--- src/rtl/io_uart_tx_pkg.sv ---
// Shared constants and types for the memory-mapped UART transmitter.
package io_uart_tx_pkg;

  // Register offsets from the peripheral base address (word-spaced).
  localparam logic [31:0] UART_STATUS  = 32'h0000_0000;
  localparam logic [31:0] UART_TXDATA  = 32'h0000_0004;
  localparam logic [31:0] UART_DIVISOR = 32'h0000_0008;

  // STATUS register bit positions.
  localparam int STATUS_NOT_FULL_BIT  = 0;
  localparam int STATUS_BUSY_BIT      = 1;
  localparam int STATUS_OVERFLOW_BIT  = 2;
  localparam int STATUS_COUNT_LSB     = 8;

  typedef enum logic [1:0] {
    TX_IDLE  = 2'd0,
    TX_START = 2'd1,
    TX_DATA  = 2'd2,
    TX_STOP  = 2'd3
  } tx_state_e;

  // A programmed divisor of zero would stall the bit timer; run it as one clock per bit.
  function automatic logic [15:0] eff_divisor(input logic [15:0] div);
    return (div == 16'd0) ? 16'd1 : div;
  endfunction

endpackage

--- src/rtl/io_uart_tx_sync_fifo.sv ---
// Single-clock FIFO with occupancy count; head entry is visible combinationally on dout.
module sync_fifo #(
  parameter  int WIDTH = 8,
  parameter  int DEPTH = 8,
  localparam int AW    = $clog2(DEPTH)
) (
  input  logic             clk,
  input  logic             reset,
  input  logic             enq,
  input  logic             deq,
  input  logic [WIDTH-1:0] din,
  output logic [WIDTH-1:0] dout,
  output logic             full,
  output logic             empty,
  output logic [AW:0]      count
);

  logic [WIDTH-1:0] mem_q [DEPTH];
  logic [AW-1:0]    wr_ptr_q;
  logic [AW-1:0]    rd_ptr_q;
  logic [AW:0]      count_q;
  logic             do_enq;
  logic             do_deq;

  assign empty  = (count_q == '0);
  assign full   = (count_q == (AW+1)'(DEPTH));
  assign count  = count_q;
  assign dout   = mem_q[rd_ptr_q];
  assign do_deq = deq && !empty;
  // A pop in the same cycle frees a slot, so a push into a full FIFO is still accepted.
  assign do_enq = enq && (!full || do_deq);

  // Storage array; contents need no reset because count gates visibility.
  always_ff @(posedge clk) begin
    if (do_enq) mem_q[wr_ptr_q] <= din;
  end

  // Pointer and occupancy bookkeeping.
  always_ff @(posedge clk or negedge reset) begin
    if (!reset) begin
      wr_ptr_q <= '0;
      rd_ptr_q <= '0;
      count_q  <= '0;
    end else begin
      if (do_enq) wr_ptr_q <= wr_ptr_q + 1'b1;
      if (do_deq) rd_ptr_q <= rd_ptr_q + 1'b1;
      case ({do_enq, do_deq})
        2'b10:   count_q <= count_q + 1'b1;
        2'b01:   count_q <= count_q - 1'b1;
        default: count_q <= count_q;
      endcase
    end
  end

endmodule

--- src/rtl/io_uart_tx.sv ---
// Memory-mapped 8N1 UART transmitter: register file, transmit FIFO and serializer FSM.
module io_uart_tx
  import io_uart_tx_pkg::*;
#(
  parameter logic [31:0] BASE_ADDRESS    = 32'hFFFF_0000,
  parameter int          FIFO_DEPTH      = 8,
  parameter logic [15:0] DEFAULT_DIVISOR = 16'd27
) (
  input  logic        clk,
  input  logic        reset,
  input  logic        io_write_en,
  input  logic        io_read_en,
  input  logic [31:0] io_address,
  input  logic [31:0] io_write_data,
  output logic [31:0] io_read_data,
  output logic        uart_tx
);

  localparam int CW = $clog2(FIFO_DEPTH) + 1;

  logic [31:0]   offset;
  logic          sel_status;
  logic          sel_txdata;
  logic          sel_divisor;
  logic          push;
  logic          fifo_pop;
  logic          fifo_full;
  logic          fifo_empty;
  logic [CW-1:0] fifo_count;
  logic [7:0]    fifo_head;
  logic          busy;
  logic [31:0]   status_w;

  logic [31:0]   read_data_q, read_data_d;
  logic [15:0]   divisor_q, divisor_d;
  logic          overflow_q, overflow_d;

  tx_state_e     state_q, state_d;
  logic [7:0]    shift_q, shift_d;
  logic [2:0]    bit_idx_q, bit_idx_d;
  logic [15:0]   cnt_q, cnt_d;
  logic [15:0]   lat_div_q, lat_div_d;
  logic          cnt_done;

  logic          unused_wdata;
  assign unused_wdata = &{1'b0, io_write_data[31:16]};

  assign offset      = io_address - BASE_ADDRESS;
  assign sel_status  = (offset == UART_STATUS);
  assign sel_txdata  = (offset == UART_TXDATA);
  assign sel_divisor = (offset == UART_DIVISOR);
  assign push        = io_write_en && sel_txdata;
  assign busy        = !fifo_empty || (state_q != TX_IDLE);
  assign cnt_done    = (cnt_q == 16'd0);

  sync_fifo #(
    .WIDTH (8),
    .DEPTH (FIFO_DEPTH)
  ) u_fifo (
    .clk   (clk),
    .reset (reset),
    .enq   (push),
    .deq   (fifo_pop),
    .din   (io_write_data[7:0]),
    .dout  (fifo_head),
    .full  (fifo_full),
    .empty (fifo_empty),
    .count (fifo_count)
  );

  // Assemble the STATUS word from live state.
  always_comb begin
    status_w                      = '0;
    status_w[STATUS_NOT_FULL_BIT] = !fifo_full;
    status_w[STATUS_BUSY_BIT]     = busy;
    status_w[STATUS_OVERFLOW_BIT] = overflow_q;
    status_w[STATUS_COUNT_LSB +: CW] = fifo_count;
  end

  // Register-file next state: read mux, divisor write, sticky overflow (set beats clear).
  always_comb begin
    read_data_d = read_data_q;
    if (io_read_en) begin
      if (sel_status)       read_data_d = status_w;
      else if (sel_divisor) read_data_d = {16'h0000, divisor_q};
      else                  read_data_d = '0;
    end
    divisor_d = divisor_q;
    if (io_write_en && sel_divisor) divisor_d = io_write_data[15:0];
    overflow_d = overflow_q;
    if (push && fifo_full && !fifo_pop)  overflow_d = 1'b1;
    else if (io_read_en && sel_status)   overflow_d = 1'b0;
  end

  // Register-file state.
  always_ff @(posedge clk or negedge reset) begin
    if (!reset) begin
      read_data_q <= '0;
      divisor_q   <= DEFAULT_DIVISOR;
      overflow_q  <= 1'b0;
    end else begin
      read_data_q <= read_data_d;
      divisor_q   <= divisor_d;
      overflow_q  <= overflow_d;
    end
  end

  assign io_read_data = read_data_q;

  // Serializer state register.
  always_ff @(posedge clk or negedge reset) begin
    if (!reset) begin
      state_q   <= TX_IDLE;
      shift_q   <= '0;
      bit_idx_q <= '0;
      cnt_q     <= '0;
      lat_div_q <= 16'd1;
    end else begin
      state_q   <= state_d;
      shift_q   <= shift_d;
      bit_idx_q <= bit_idx_d;
      cnt_q     <= cnt_d;
      lat_div_q <= lat_div_d;
    end
  end

  // Serializer next state: bit timer is a down-counter reloaded at each bit boundary.
  always_comb begin
    state_d   = state_q;
    shift_d   = shift_q;
    bit_idx_d = bit_idx_q;
    cnt_d     = cnt_q;
    lat_div_d = lat_div_q;
    case (state_q)
      TX_IDLE: begin
        if (!fifo_empty) begin
          state_d   = TX_START;
          shift_d   = fifo_head;
          lat_div_d = eff_divisor(divisor_q);
          cnt_d     = eff_divisor(divisor_q) - 16'd1;
          bit_idx_d = '0;
        end
      end
      TX_START: begin
        if (cnt_done) begin
          state_d   = TX_DATA;
          cnt_d     = lat_div_q - 16'd1;
          bit_idx_d = '0;
        end else begin
          cnt_d = cnt_q - 16'd1;
        end
      end
      TX_DATA: begin
        if (cnt_done) begin
          cnt_d = lat_div_q - 16'd1;
          if (bit_idx_q == 3'd7) begin
            state_d = TX_STOP;
          end else begin
            shift_d   = {1'b0, shift_q[7:1]};
            bit_idx_d = bit_idx_q + 3'd1;
          end
        end else begin
          cnt_d = cnt_q - 16'd1;
        end
      end
      TX_STOP: begin
        if (cnt_done) state_d = TX_IDLE;
        else          cnt_d   = cnt_q - 16'd1;
      end
      default: state_d = TX_IDLE;
    endcase
  end

  // Serializer outputs: line level and FIFO pop.
  always_comb begin
    uart_tx  = 1'b1;
    fifo_pop = 1'b0;
    case (state_q)
      TX_IDLE:  fifo_pop = !fifo_empty;
      TX_START: uart_tx  = 1'b0;
      TX_DATA:  uart_tx  = shift_q[0];
      TX_STOP:  uart_tx  = 1'b1;
      default:  uart_tx  = 1'b1;
    endcase
  end

endmodule

--- config.mk ---
export PLATFORM = sky130hd
export DESIGN_NAME = io_uart_tx
export DESIGN_NICKNAME = d
export VERILOG_FILES = /design/src/rtl/io_uart_tx_pkg.sv /design/src/rtl/io_uart_tx_sync_fifo.sv /design/src/rtl/io_uart_tx.sv
export SDC_FILE = /design/constraint.sdc
export NUM_CORES = 1
export LEC_CHECK = 0
export BUFFER_PORTS_ARGS = -buffer_cell sky130_fd_sc_hd__buf_2
export CAP_MARGIN = 15
export CORE_MARGIN = 2
export CORE_UTILIZATION = 45
export CTS_CLUSTER_DIAMETER = 100
export CTS_CLUSTER_SIZE = 10
export DETAILED_ROUTE_END_ITERATION = 10
export GPL_TIMING_DRIVEN = 0
export HOLD_SLACK_MARGIN = 0.15
export SYNTH_ARGS = -nofsm -noshare
export SYNTH_HDL_FRONTEND = slang
export SYNTH_SLANG_ARGS = --single-unit
--- constraint.sdc ---
create_clock -name clk -period 6.1 [get_ports clk]
set_clock_uncertainty 0.1 [all_clocks]
set_input_delay 0.61 -clock clk [delete_from_list [all_inputs] [get_ports clk]]
set_output_delay 0.61 -clock clk [all_outputs]
set_load 0.005 [all_outputs]
## After elaboration in Yosys (flattened, before gate mapping)

Memories as Yosys holds them, arrays and structs flattened.
Index checks and enable logic that the tools add are counted.

- Bits of input ports: 68
- Register bits after elaboration: 104
- Bits in writable memories: 64
- Memories: 1
- Output and inout port bits: 33

Memory list:

| memory | depth | bits a word | read ports | clocked after memory_dff | wr ports | RTL line | source |
|---|---|---|---|---|---|---|---|
| u_fifo.mem_q | 8 | 8 | 1 | 0 | 1 | io_uart_tx_sync_fifo.sv:18 | `logic [WIDTH-1:0] mem_q [DEPTH];` |

- Equality and inequality tests: 16
- Mux-type cells: 29
- Bitwise logic cells: 1
- $add $sub $neg: 9
- Reduce and logical (&&, ||, !) cells: 28

Operator list:

| operator | count |
|---|---|
| 16-bit two-way mux | 6 |
| 16-bit case mux with 3 select lines | 1 |
| 16-bit by 1-bit subtractor with 16-bit output (second input constant) | 3 |
| 32-bit by 3-bit == test with 1-bit output (second input constant) | 1 |
| 32-bit by 4-bit == test with 1-bit output (second input constant) | 1 |
| 16-bit zero test | 2 |
| 32-bit zero test | 1 |
| 32-bit subtractor (second input constant) | 1 |
| 8-bit two-way mux | 3 |
| 8-bit case mux with 2 select lines | 1 |
| 2-bit != test (second input constant) | 7 |
| 3-bit two-way mux | 4 |
| 2-bit two-way mux | 5 |
| 5-bit AND reduction | 2 |
| 3-bit by 1-bit adder with 3-bit output (second input constant) | 3 |
| 3-bit case mux with 3 select lines | 1 |
| 2-bit case mux with 4 select lines | 1 |
| 4-bit case mux with 2 select lines | 1 |
| 2-bit nonzero test | 4 |
| 1-bit logical AND | 7 |
| 2-bit == test (second input constant) | 3 |
| 1-bit two-way mux | 5 |
| 4-bit by 1-bit adder with 4-bit output (second input constant) | 1 |
| 2-bit by 1-bit == test with 1-bit output (second input constant) | 2 |
| 13 further kinds | 17 |

## Logic depth before layout (Yosys ltp)

- Depth in word-level cells: 8
- Depth in mapped cells: 13

## Cells and area by module

From an unflattened synthesis, not the netlist that was laid out.

- Cell total of the unflattened synthesis: 639
- Area total of the unflattened synthesis: 7738.7 um^2

By module, submodules not included:

| module | sequential area each (um^2) | area an instance (um^2) | cells each | times used |
|---|---|---|---|---|
| io_uart_tx | 1958.1 | 4625.7 | 477 | 1 |
| sync_fifo | 2172.1 | 3113.0 | 162 | 1 |

## Least setup slack after synthesis

OpenSTA, ideal clock, no wires.

- Kind: in2reg
- Start point: in io_address[1]
- End point: mem u_fifo.mem_q[6][0] (enable)
- Stages: 6
- Setup time: 0.385 ns
- Required time: 5.615 ns
- Data arrival time: 2.636 ns
- Buffers on the path: 0
- Setup slack: 2.978 ns
- Cells stage by stage: nor4_1 > nand4_1 > or2_1 > nor3_1 > nand2_1 > nor3b_1

- Word-level cells in the longest chain between the ends: 6

RTL lines:

| element | RTL line | source |
|---|---|---|
| start: declaration | io_uart_tx.sv:13 | `input logic [31:0] io_address,` |
| 32-bit subtractor | io_uart_tx.sv:48 | `assign offset = io_address - BASE_ADDRESS;` |
| 32-bit by 3-bit == test with 1-bit output | io_uart_tx.sv:50 | `assign sel_txdata = (offset == UART_TXDATA);` |
| 1-bit logical AND | io_uart_tx.sv:52 | `assign push = io_write_en && sel_txdata;` |
| 1-bit logical AND | io_uart_tx_sync_fifo.sv:31 | `assign do_enq = enq && (!full \|\| do_deq);` |
| 1-bit two-way mux | io_uart_tx_sync_fifo.sv:35 | `if (do_enq) mem_q[wr_ptr_q] <= din;` |
| 1-bit two-way mux (not written as such) | io_uart_tx_sync_fifo.sv:35 |  |
| end: declaration | io_uart_tx_sync_fifo.sv:18 |  |

Every way passes these cells.

## Worst setup path in the final report

- Start point: reg state_q[0]
- End point: reg u_fifo.count_q[2], in the netlist u_fifo.count[2]

- Word-level cells in the longest chain between the ends: 7

RTL lines:

| element | RTL line | source |
|---|---|---|
| start: declaration | io_uart_tx.sv:38 | `tx_state_e state_q, state_d;` |
| start signal: assignment | io_uart_tx.sv:119 | `state_q <= state_d;` |
| 2-bit zero test (*) | io_uart_tx.sv:178 | `case (state_q)` |
| 1-bit two-way mux (*) | io_uart_tx.sv:178 |  |
| 1-bit logical AND (*) | io_uart_tx_sync_fifo.sv:29 | `assign do_deq = deq && !empty;` |
| 1-bit logical OR | io_uart_tx_sync_fifo.sv:31 |  |
| 1-bit logical AND | io_uart_tx_sync_fifo.sv:31 |  |
| 2-bit by 1-bit == test with 1-bit output / 2-bit == test (equally long branches) | io_uart_tx_sync_fifo.sv:47 | `case ({do_enq, do_deq})` |
| 4-bit case mux with 2 select lines / 2-bit nonzero test (equally long branches) | n/a |  |
| end signal: assignment | io_uart_tx_sync_fifo.sv:48 | `2'b10: count_q <= count_q + 1'b1;` |
| end signal: assignment | io_uart_tx_sync_fifo.sv:49 | `2'b01: count_q <= count_q - 1'b1;` |
| end signal: assignment | io_uart_tx_sync_fifo.sv:50 | `default: count_q <= count_q;` |
| end: declaration | io_uart_tx_sync_fifo.sv:21 | `logic [AW:0] count_q;` |

Mark *: on every way between the ends. The rest lies on a longest branch, timed or not.
A chain may end at the register's enable or synchronous reset.

==> flow_metrics.env <==
export IMPL_end_kind="flip-flop"
export IMPL_viasPerCell=5.52
export IMPL_grtUsageTotal_pct=21.0
export IMPL_cts_clk_slew_worst_paths_ns=0.07
export IMPL_htree_levels=4
export IMPL_fin_crit_sh_pct=57.0
export IMPL_post_route_util_pct=54.3
export IMPL_synth_top_cell_area_share_pct=27.2
export IMPL_antenna_found_initial=0
export IMPL_hp_class="in2reg"
export IMPL_crit_start="state_q[0]"
export IMPL_status="completed"
export IMPL_synthCells=646
export IMPL_required_ns=6.31
export IMPL_fin_tns_setup_ns=0
export IMPL_rsz0062_at_grt="no"
export IMPL_yosys_cell_types_count=69
export IMPL_portBuffers=68
export IMPL_r2r_start="state_q[0]"
export IMPL_synth_ff_type="dfrtp_1"
export IMPL_core_area_um2=16600
export IMPL_hold_depth=2
export IMPL_ys_async_sr_fraction_pct=57.9
export IMPL_routed_top_layer="met4"
export IMPL_io_pins=101
export IMPL_cts_sinks=152
export IMPL_powerDensity_nw_per_um2=247
export IMPL_hold_slack_ns=0.321
export IMPL_final_nets=838
export IMPL_setup_violations=0
export IMPL_arrival_ns=3.68
export IMPL_synth_edf_count=64
export IMPL_die_area_um2=18000
export IMPL_dr_pass1_iters=5
export IMPL_cap_violations=0
export IMPL_dp_hpwl_um=13100
export IMPL_synth_area_top_cells="dfrtp_1 (27%), edfxtp_1 (25%), mux2_2 (5.2%)"
export IMPL_hold_viol=0
export IMPL_synth_seq_cells=152
export IMPL_ir_worst_vdd_uv=255
export IMPL_synthToLayoutAreaGrowth_pct=17.8
export IMPL_wl_per_cell_um=18.0
export IMPL_stdcell_area_um2=9000
export IMPL_wl_met1_um=8300
export IMPL_avgSynthCellArea_um2=11.8
export IMPL_place_area_um2=8380
export IMPL_tritoncts="built"
export IMPL_fp_dieW_um=134
export IMPL_synth_seq_area_share_pct=54.0
export IMPL_drv_slew=0
export IMPL_antennaDiodeCount=0
export IMPL_initial_core_util_pct=46.1
export IMPL_fmax_mhz=288
export IMPL_slew_headroom_pct=28.2
export IMPL_start_kind="flip-flop"
export IMPL_syn_area_um2=7640
export IMPL_yosys_area_top_type="dfrtp_1"
export IMPL_grt_start_max_net_pins=54
export IMPL_cts_root_buf="clkbuf_16"
export IMPL_synth_warnings=0
export IMPL_grt_first_pass_wirelength_um=29300
export IMPL_routabilityCongestion=0.885
export IMPL_die_h_um=134
export IMPL_ant_nets=0
export IMPL_wirelength_um=17800
export IMPL_drtIter0Drc=444
export IMPL_worst_slew_pin_slew_ns=1.06
export IMPL_cts_resized=0
export IMPL_reg2reg_depth=13
export IMPL_hp_start="io_write_data[14]"
export IMPL_p_leak_nw=3.91
export IMPL_drive_gt1_share_pct=26.0
export IMPL_overflow=0
export IMPL_crit_type="reg2reg"
export IMPL_ctsLongestPathBuffers=2
export IMPL_wl_met3_um=925
export IMPL_post_route_min_period_ns=3.48
export IMPL_rows=47
export IMPL_grt_pass1_vias=5525
export IMPL_drc_errors=0
export IMPL_crit_fanout=8
export IMPL_wl_met2_um=8340
export IMPL_clock_latency_ns=0.42
export IMPL_cts_buffers=17
export IMPL_num_vias=5456
## registers in the layout (all words and copies together) (netlist names)
signal and count:
state_q 2, io_read_data 16, u_fifo.wr_ptr_q 3, shift_q 8, cnt_q 16, lat_div_q 16, overflow_q 1, bit_idx_q 3
u_fifo.mem_q 64, divisor_q 16, u_fifo.count 4, u_fifo.rd_ptr_q 3
## worst max-delay path: stages, from the launching register on
cell and delay [ns]:
dfrtp_1 0.40, inv_1 0.11, ha_1 0.15, clkbuf_1 0.38, o21ai_0 0.19, nor3_1 0.67
inv_1 0.17, ha_1 0.30, xor2_1 0.17, ha_1 0.20, a21oi_1 0.15, xor2_1 0.17
nor2_1 0.07, xor2_1 0.14
## cell type report
| class | instances | area, µm² |
|---|---|---|
| flip-flops and latches | 152 | 4130 |
| clock inverters | 15 | 186 |
| well taps | 220 | 275 |
| multi-input cells | 442 | 3240 |
| inverters | 21 | 78.8 |
| clock buffers | 17 | 425 |
| repair buffers | 76 | 418 |
| fillers | 1446 | 7580 |
| plain buffers | 46 | 251 |
## kinds of logic (layout without fill, tap and decap cells)
kind of cell	after synthesis	in the layout	synth area share (%)
buffers and inverters	67	175	4.32
DFF	152	152	54.0
other	1	16	0.0491
AOI/OAI and AO/OA	117	117	10.0
adders and majority gates	14	14	2.29
and+or+nand+nor	197	197	13.9
xor gates and xnor gates	37	37	4.24
muxes	61	61	11.2
## layer usage
metal / vias up / global-route usage, %
li1: 2590 / -
met1: 2691 / 29.1
met2: 157 / 33.1
met3: 18 / 5.29
met4: 0 / 5.61
met5: - / 0
## Yosys cell counts, drive strengths merged, types with 2 or more instances
cell / number
nor3: 15
edfxtp: 64
mux2: 35
nor4: 17
a31oi: 4
xor2: 18
inv: 21
o211ai: 4
a21boi: 3
a221o: 8
a22oi: 3
nor4bb: 2
dfstp: 5
o31ai: 4
a22o: 5
nor2b: 9
nand3b: 2
or4: 8
a21oi: 26
nor3b: 5
nand3: 10
buf: 24
nand2: 59
xnor2: 19
o22ai: 2
dfrtp: 83
o31a: 2
nand4: 9
mux4: 16
nand2b: 3
or4b: 2
or2: 3
a211oi: 5
nor4b: 4
ha: 14
clkbuf: 22
nor2: 40
o221a: 2
o21ai: 42
or3: 3
and2: 3
mux2i: 10
## report_power, final
part / total [mW] / switching, mW / leakage (nW) / internal [mW]
combinational: 0.0703 / 0.0400 / 1.83 / 0.0302
clock: 1.05 / 0.489 / 0.299 / 0.560
sequential: 1.10 / 0.0123 / 1.79 / 1.09
total: 2.22 / 0.542 / 3.91 / 1.68
## cell usage in the layout (no fill, tap or decap), types with 16 or more instances in the layout
master     count
dfrtp_1       83
clkbuf_1      22
inv_1         20
nor4_1        16
o21ai_0       40
a21oi_1       25
nor2_1        40
buf_2         73
mux2_2        35
buf_4         20
xnor2_1       19
conb_1        16
mux4_2        16
edfxtp_1      64
nand2_1       58
clkbuf_16     17
xor2_1        18
## stage by stage
stage / std cells / setup slack (ns) / total power, mW
4_1_cts: 989 / 2.60 / 2.25
2_1_floorplan: 661 / 2.98 / 1.15
5_1_grt: 989 / 2.32 / 2.30
6_report: 989 / 2.62 / 2.22
3_3_place_gp: 949 / 1.96 / 1.19
3_5_place_dp: 956 / 2.28 / 1.19
## worst paths after layout
check	end	slack, ns
min in group asynchronous	cnt_q[14]	0.60
worst max-delay path	u_fifo.count[2]	2.62
worst max register to register	u_fifo.count[2]	2.62
worst min register to register	shift_q[2]	0.39
worst min-delay path	divisor_q[14]	0.32
max in group asynchronous	divisor_q[0]	4.62
## repair_timing
action / CTS / global route
endpoints found under the hold margin: 34 / 0
buffers inserted: 0 / 0
hold buffers: 1 / 0
No activity file was read; power rests on OpenSTA's default activity.
